### src/rtl/mux_lut_pkg.sv
// rtl/mux_lut_pkg.sv - shared types and sizing helpers for the mux-tree LUT array
package mux_lut_pkg;

    typedef enum logic [1:0] {
        IDLE   = 2'd0,
        LOAD   = 2'd1,
        COMMIT = 2'd2
    } state_t;

    // Per-LUT config word: truth table plus one reg_mode bit on top.
    function automatic int lut_w(input int k);
        return (1 << k) + 1;
    endfunction

    function automatic int cfg_w(input int k, input int n_lut);
        return n_lut * lut_w(k);
    endfunction

endpackage

### src/rtl/mux_lut_array_if.sv
// rtl/mux_lut_array_if.sv - serial configuration chain handshake bundle
// cfg_start/cfg_valid/cfg_din driven by the loader (master);
// cfg_ready/cfg_busy/cfg_done driven by the LUT array (slave).
interface mux_lut_array_if;

    logic cfg_start;
    logic cfg_valid;
    logic cfg_din;
    logic cfg_ready;
    logic cfg_busy;
    logic cfg_done;

    modport master (
        output cfg_start, cfg_valid, cfg_din,
        input  cfg_ready, cfg_busy, cfg_done
    );

    modport slave (
        input  cfg_start, cfg_valid, cfg_din,
        output cfg_ready, cfg_busy, cfg_done
    );

endinterface

### src/rtl/mux_lut.sv
// rtl/mux_lut.sv - one K-input LUT built as a binary tree of 2:1 muxes
// truth : 2**K-bit truth table, bit i is the result for sel == i
// sel   : K select inputs, level i of the tree is steered by sel[i]
// y     : selected truth table bit (purely combinational)
module mux_lut #(
    parameter int K = 2
) (
    input  logic [2**K-1:0] truth,
    input  logic [K-1:0]    sel,
    output logic            y
);

    localparam int TW = 2**K;

    // Level by level reduction: after level i only the low TW>>(i+1) slots
    // are meaningful. Node n reads slots 2n/2n+1, which are never below n,
    // so rewriting in place in ascending order is safe.
    always_comb begin
        logic [TW-1:0] v;
        v = truth;
        for (int i = 0; i < K; i++) begin
            for (int n = 0; n < TW / 2; n++) begin
                if (n < (TW >> (i + 1))) begin
                    v[n] = sel[i] ? v[2*n+1] : v[2*n];
                end
            end
        end
        y = v[0];
    end

endmodule

### src/rtl/mux_lut_array.sv
// rtl/mux_lut_array.sv - array of runtime-programmable K-input mux-tree LUTs
// clk, rst_n : clock (rising edge) and asynchronous active-low reset
// cfg        : serial config chain (slave side), double-buffered shadow -> active
// lut_in     : select inputs shared by every LUT
// ce         : enable for the per-LUT output registers
// lut_out    : bit j is LUT j, combinational or registered per its reg_mode bit
module mux_lut_array
    import mux_lut_pkg::*;
#(
    parameter int K     = 2,
    parameter int N_LUT = 7
) (
    input  logic             clk,
    input  logic             rst_n,
    mux_lut_array_if.slave   cfg,
    input  logic [K-1:0]     lut_in,
    input  logic             ce,
    output logic [N_LUT-1:0] lut_out
);

    localparam int TW    = 2**K;
    localparam int LW    = lut_w(K);
    localparam int CFG_W = cfg_w(K, N_LUT);
    localparam int CW    = $clog2(CFG_W + 1);

    state_t             state;
    state_t             state_nxt;
    logic [CW-1:0]      cnt;
    logic [CFG_W-1:0]   shadow;
    logic [CFG_W-1:0]   active;
    logic               done_q;
    logic [N_LUT-1:0]   out_q;
    logic [N_LUT-1:0]   lut_val;
    logic [N_LUT-1:0]   reg_mode;
    logic               last_bit;

    // A restart in the same cycle as a valid bit discards that bit.
    assign last_bit = (cnt == CW'(CFG_W - 1));

    always_comb begin
        state_nxt     = state;
        cfg.cfg_ready = 1'b0;
        cfg.cfg_busy  = (state != IDLE);
        unique case (state)
            IDLE: begin
                if (cfg.cfg_start) state_nxt = LOAD;
            end
            LOAD: begin
                cfg.cfg_ready = 1'b1;
                if (!cfg.cfg_start && cfg.cfg_valid && last_bit) state_nxt = COMMIT;
            end
            COMMIT: begin
                state_nxt = IDLE;
            end
            default: begin
                state_nxt = IDLE;
            end
        endcase
    end

    always_ff @(posedge clk or negedge rst_n) begin
        if (!rst_n) begin
            state  <= IDLE;
            cnt    <= '0;
            shadow <= '0;
            active <= '0;
            done_q <= 1'b0;
        end else begin
            state  <= state_nxt;
            done_q <= 1'b0;
            case (state)
                IDLE: begin
                    if (cfg.cfg_start) cnt <= '0;
                end
                LOAD: begin
                    if (cfg.cfg_start) begin
                        cnt <= '0;
                    end else if (cfg.cfg_valid) begin
                        shadow <= {shadow[CFG_W-2:0], cfg.cfg_din};
                        cnt    <= last_bit ? '0 : cnt + CW'(1);
                    end
                end
                COMMIT: begin
                    active <= shadow;
                    done_q <= 1'b1;
                end
                default: begin
                end
            endcase
        end
    end

    assign cfg.cfg_done = done_q;

    for (genvar j = 0; j < N_LUT; j++) begin : g_lut
        assign reg_mode[j] = active[j*LW + TW];

        mux_lut #(.K(K)) u_lut (
            .truth (active[j*LW +: TW]),
            .sel   (lut_in),
            .y     (lut_val[j])
        );
    end

    // Registers track regardless of mode so switching to registered output
    // never exposes data older than one cycle.
    always_ff @(posedge clk or negedge rst_n) begin
        if (!rst_n) begin
            out_q <= '0;
        end else if (ce) begin
            out_q <= lut_val;
        end
    end

    assign lut_out = (reg_mode & out_q) | (~reg_mode & lut_val);

endmodule
### src/flat_wrapper.sv
// flat-port wrapper written by rule: the top's interface ports become plain ports
module mux_lut_array_flat import mux_lut_pkg::*;
#(
    parameter int K     = 2,
    parameter int N_LUT = 7
)
  (clk, rst_n, lut_in, ce, lut_out, cfg_cfg_start, cfg_cfg_valid, cfg_cfg_din, cfg_cfg_ready, cfg_cfg_busy, cfg_cfg_done);
  mux_lut_array_if cfg_i ();
  input  logic clk;
  input  logic rst_n;
  input  logic [K-1:0] lut_in;
  input  logic ce;
  output logic [N_LUT-1:0] lut_out;
  input wire logic [$bits(cfg_i.cfg_start)-1:0] cfg_cfg_start;
  input wire logic [$bits(cfg_i.cfg_valid)-1:0] cfg_cfg_valid;
  input wire logic [$bits(cfg_i.cfg_din)-1:0] cfg_cfg_din;
  output wire logic [$bits(cfg_i.cfg_ready)-1:0] cfg_cfg_ready;
  output wire logic [$bits(cfg_i.cfg_busy)-1:0] cfg_cfg_busy;
  output wire logic [$bits(cfg_i.cfg_done)-1:0] cfg_cfg_done;
  assign cfg_i.cfg_start = cfg_cfg_start;
  assign cfg_i.cfg_valid = cfg_cfg_valid;
  assign cfg_i.cfg_din = cfg_cfg_din;
  assign cfg_cfg_ready = cfg_i.cfg_ready;
  assign cfg_cfg_busy = cfg_i.cfg_busy;
  assign cfg_cfg_done = cfg_i.cfg_done;
  mux_lut_array #(.K(K), .N_LUT(N_LUT)) u_core (.clk(clk), .rst_n(rst_n), .cfg(cfg_i), .lut_in(lut_in), .ce(ce), .lut_out(lut_out));
endmodule
### config.mk
export PLATFORM = sky130hd
export DESIGN_NAME = mux_lut_array_flat
export DESIGN_NICKNAME = d
export VERILOG_FILES = /design/src/rtl/mux_lut_pkg.sv /design/src/rtl/mux_lut_array_if.sv /design/src/rtl/mux_lut.sv /design/src/rtl/mux_lut_array.sv /design/src/flat_wrapper.sv
export SDC_FILE = /design/constraint.sdc
export NUM_CORES = 1
export LEC_CHECK = 0
export ABC_AREA = 0
export CAP_MARGIN = 0
export CORE_MARGIN = 8
export CORE_UTILIZATION = 55
export DETAILED_ROUTE_END_ITERATION = 12
export HOLD_SLACK_MARGIN = 0.12
export PLACE_DENSITY = 0.78
export SLEW_MARGIN = 20
export SYNTH_ARGS = -nofsm -noshare
export SYNTH_HDL_FRONTEND = slang
export SYNTH_HIERARCHICAL = 1
export SYNTH_SLANG_ARGS = --single-unit
export TNS_END_PERCENT = 100
### constraint.sdc
create_clock -name clk -period 2 [get_ports clk]
set_input_delay 0.5 -clock clk [delete_from_list [all_inputs] [get_ports clk]]
set_output_delay 0.5 -clock clk [all_outputs]
set_load 0.1 [all_outputs]
==> impl_results.md <==
* Outcome: complete, but fails checks
* Failing checks: negative setup slack
* GRT Resource Usage Total at about 14%
* Worst min path class: reg -> reg
* Worst skew pair latency at ~0.35 ns
* H-tree depth at 3
* PwrDens at 808.6 nW/um2
* FF-to-FF End: u_core/shadow[11]$_DFFE_PN0P_
* Routed WL at between 6000 and 7000 um
* Row count at 30
* DIE AREA at roughly 9700 um2
* Seq/Total Area, Yosys at 57.78%
* Most numerous cell in the Yosys netlist: dfrtp_1
* CP startpoint kind: flip-flop
* Area leader, netlist: dfrtp_1
* Register area at 2153 um2
* Residual DRC at 0
* Final setup vio count at 7
* WHS Endpoint: u_core/active[12]$_DFFE_PN0P_
* Grt ovf at 0
* Post-synth EDFFs at 0
* Clock Sink Count at 86
* Syn avg cell area at between 15 and 20 um2
* First-pass GRT wire length at 10,830 um
* Clock Path Buffers at 2
* Area contributors post-synth: dfrtp_1 58%, mux2_4 12%, mux2_1 9.1%, mux2_2 7.6%, mux4_2 4.2%
* Synth async-reset ratio at 100.0%
* Fin worst setup slack at -0.1894 ns
* Initial DRC count at 65
* Start of the worst register-to-register path: u_core/state[1]$_DFFE_PN0P_
* Final ANT Viol Nets at 0
* Layout Skew at 0.01024 ns
* Ys Warns at 6
* Multi-input logic area at 1510 um2
* Top cell type's share of synthesized area at 57.78%
* DP HPWL at 4086 um
* Critical Path AT at 1.69 ns
* LEAKAGE at 2.161 nW
* Synth Register Bits at 86
* Yosys cell types at 33
* WL/cell at 17.47 um
* Post-Synthesis Cells at 228
* Worst slew pin tran at between 0.4 and 0.5 ns
* Die height at 98.30 um
* GPL Wtd Cong at 0.7806
* Placed Cells at 328
* RSZ-0062 raised after global routing: yes
* Reg2reg path depth at 3
* TNS Setup at -1.268 ns
* Num ports at 18
* Post-synth top cells: 86 x dfrtp_1, 30 x mux2_1, 29 x mux2_4
* Final Net Count at between 200 and 300
* Die W at 98.30 um
* Fin crit share at 109.5%
* Max VDD drop at around 0.47 mV
* Clock buffer count from CTS at 9
* Core ar. at between 6000 and 7000 um2
* Vias in the first global route at 2,130
* Worst EP required at roughly 1.5 ns
* Vias at 1,949
* Filler cells at 491
* Top_reg_cell synth: dfrtp_1
* Crit. End Element: primary output
* CTS tree: done
* Max Clk Rate at ~460 MHz
* R2R setup slack at around 0.4 ns
* Hold Crit Start: u_core/active[12]$_DFFE_PN0P_
* IO buf count at 17
* Initial Utilization at 55.75%
* Via density at ~5.6
* CP max FO at 2
* Syn nets at roughly 240
* Max_slew headroom at ~73%
* Max-cap violation count at 0
* Synthesis-to-layout area growth at 19.08%
* Layout cells sized above 1 at 42.16%
* Synthesized area at 3725 um2
* Hold Crit Depth at 1
* Final std cells w/o fill at ~350
* Root buffer cell: clkbuf_8
* Largest net degree at the start of global routing at 50
* Antenna cells at 0
* Critical path class: reg -> out
* Fin crit period at 2.189 ns
* Min Hold Slack at 0.4917 ns
* Drt pass-1 iters at 4
* Slew Limit Fails at 0
* Initial antenna violation count at 0
* Final-report hold violation count at 0
* Reg clk slew, reported paths at approximately 0.09 ns
## power by group
group	total [mW]	leakage, nW	internal, mW	switching (mW)
clock network	1.24	0.100	0.592	0.645
registers	2.00	1.17	1.88	0.124
logic	0.344	0.891	0.221	0.123
## what timing repair did
item	4_1_cts	5_1_grt
endpoints found under the setup margin	7	8
hold endpoints to repair	18	0
buffers inserted	2	1
resized for setup	13	1
hold buffers	1	0
## cells by family after synthesis
logic type	share of synthesized area, %
flip-flops	57.78
multiplexers	32.55
buffers and inverters	2.654
AO/OA/AOI/OAI	3.191
AND/OR/NAND/NOR	2.923
adder cells (fa/ha/maj)	0.6717
XOR/XNOR	0.2352
## worst max-delay path by stage
stage,start,to,slack [ns],cells past startpoint
after global routing,u_core/active[18]$_DFFE_PN0P_,lut_out[3],-0.24,3
after floorplan,lut_in[0],lut_out[0],0.04,2
after global placement,lut_in[0],lut_out[1],-0.65,5
final,u_core/active[8]$_DFFE_PN0P_,lut_out[1],-0.19,3
after CTS,u_core/active[8]$_DFFE_PN0P_,lut_out[1],-0.21,3
after detailed placement,lut_in[0],lut_out[1],-0.66,5
## worst max-delay path, cell delays in order (launching register included)
cell and delay (ns):
dfrtp_1 0.38, mux4_2 0.48, mux2_4 0.30, buf_12 0.17
## cell usage in the layout, fill, tap and decap left out, drive strengths merged, types with 2 or more instances in the layout
cell	instances
clkbuf	9
ha	2
mux2	84
dfrtp	86
a211oi	2
a21oi	2
nor2b	3
buf	28
clkdlybuf4s50	4
inv	7
mux4	7
nand3	2
clkinv	3
o21ai	9
## state kept, by name, indices dropped and copies added (netlist names)
signal and count:
u_core/shadow 35, u_core/cfg.cfg_done 1, u_core/cnt 6, u_core/state 2
u_core/out_q 7, u_core/active 35
## area by class of cell
cell class                      instances  share of cell area, %
Clock buffer                            9                  2.793
Clock inverter                          7                  1.834
Inverter                                5                 0.4231
Multi-Input combinational cell        127                  34.05
Sequential cell                        86                  48.55
Tap cell                               80                  2.257
Timing Repair Buffer                   34                  10.10
## metal layers
metal | part of all wire, % | track usage (%) | wire [um] | up-vias
li1 | - | - | - | 896
met1 | 47 | 18.33 | 2874 | 1023
met2 | 48 | 21.77 | 2935 | 23
met3 | 3.0 | 2.774 | 183 | 7
met4 | 1.4 | 7.438 | 86 | 0
met5 | 0 | 0 | 0 | -
## metrics by stage
step	util (%)	setup slack (ns)	total power [mW]	area [um2]
final	66.39	-0.1894	3.587	4436
after global routing	66.39	-0.2425	3.751	4436
after global placement	62.42	-0.6538	2.360	4170
after detailed placement	62.42	-0.6632	2.391	4170
after CTS	66.25	-0.2118	3.628	4427
after floorplan	-	0.03975	2.230	3727
Note: power is estimated with default switching activity, not from simulation.
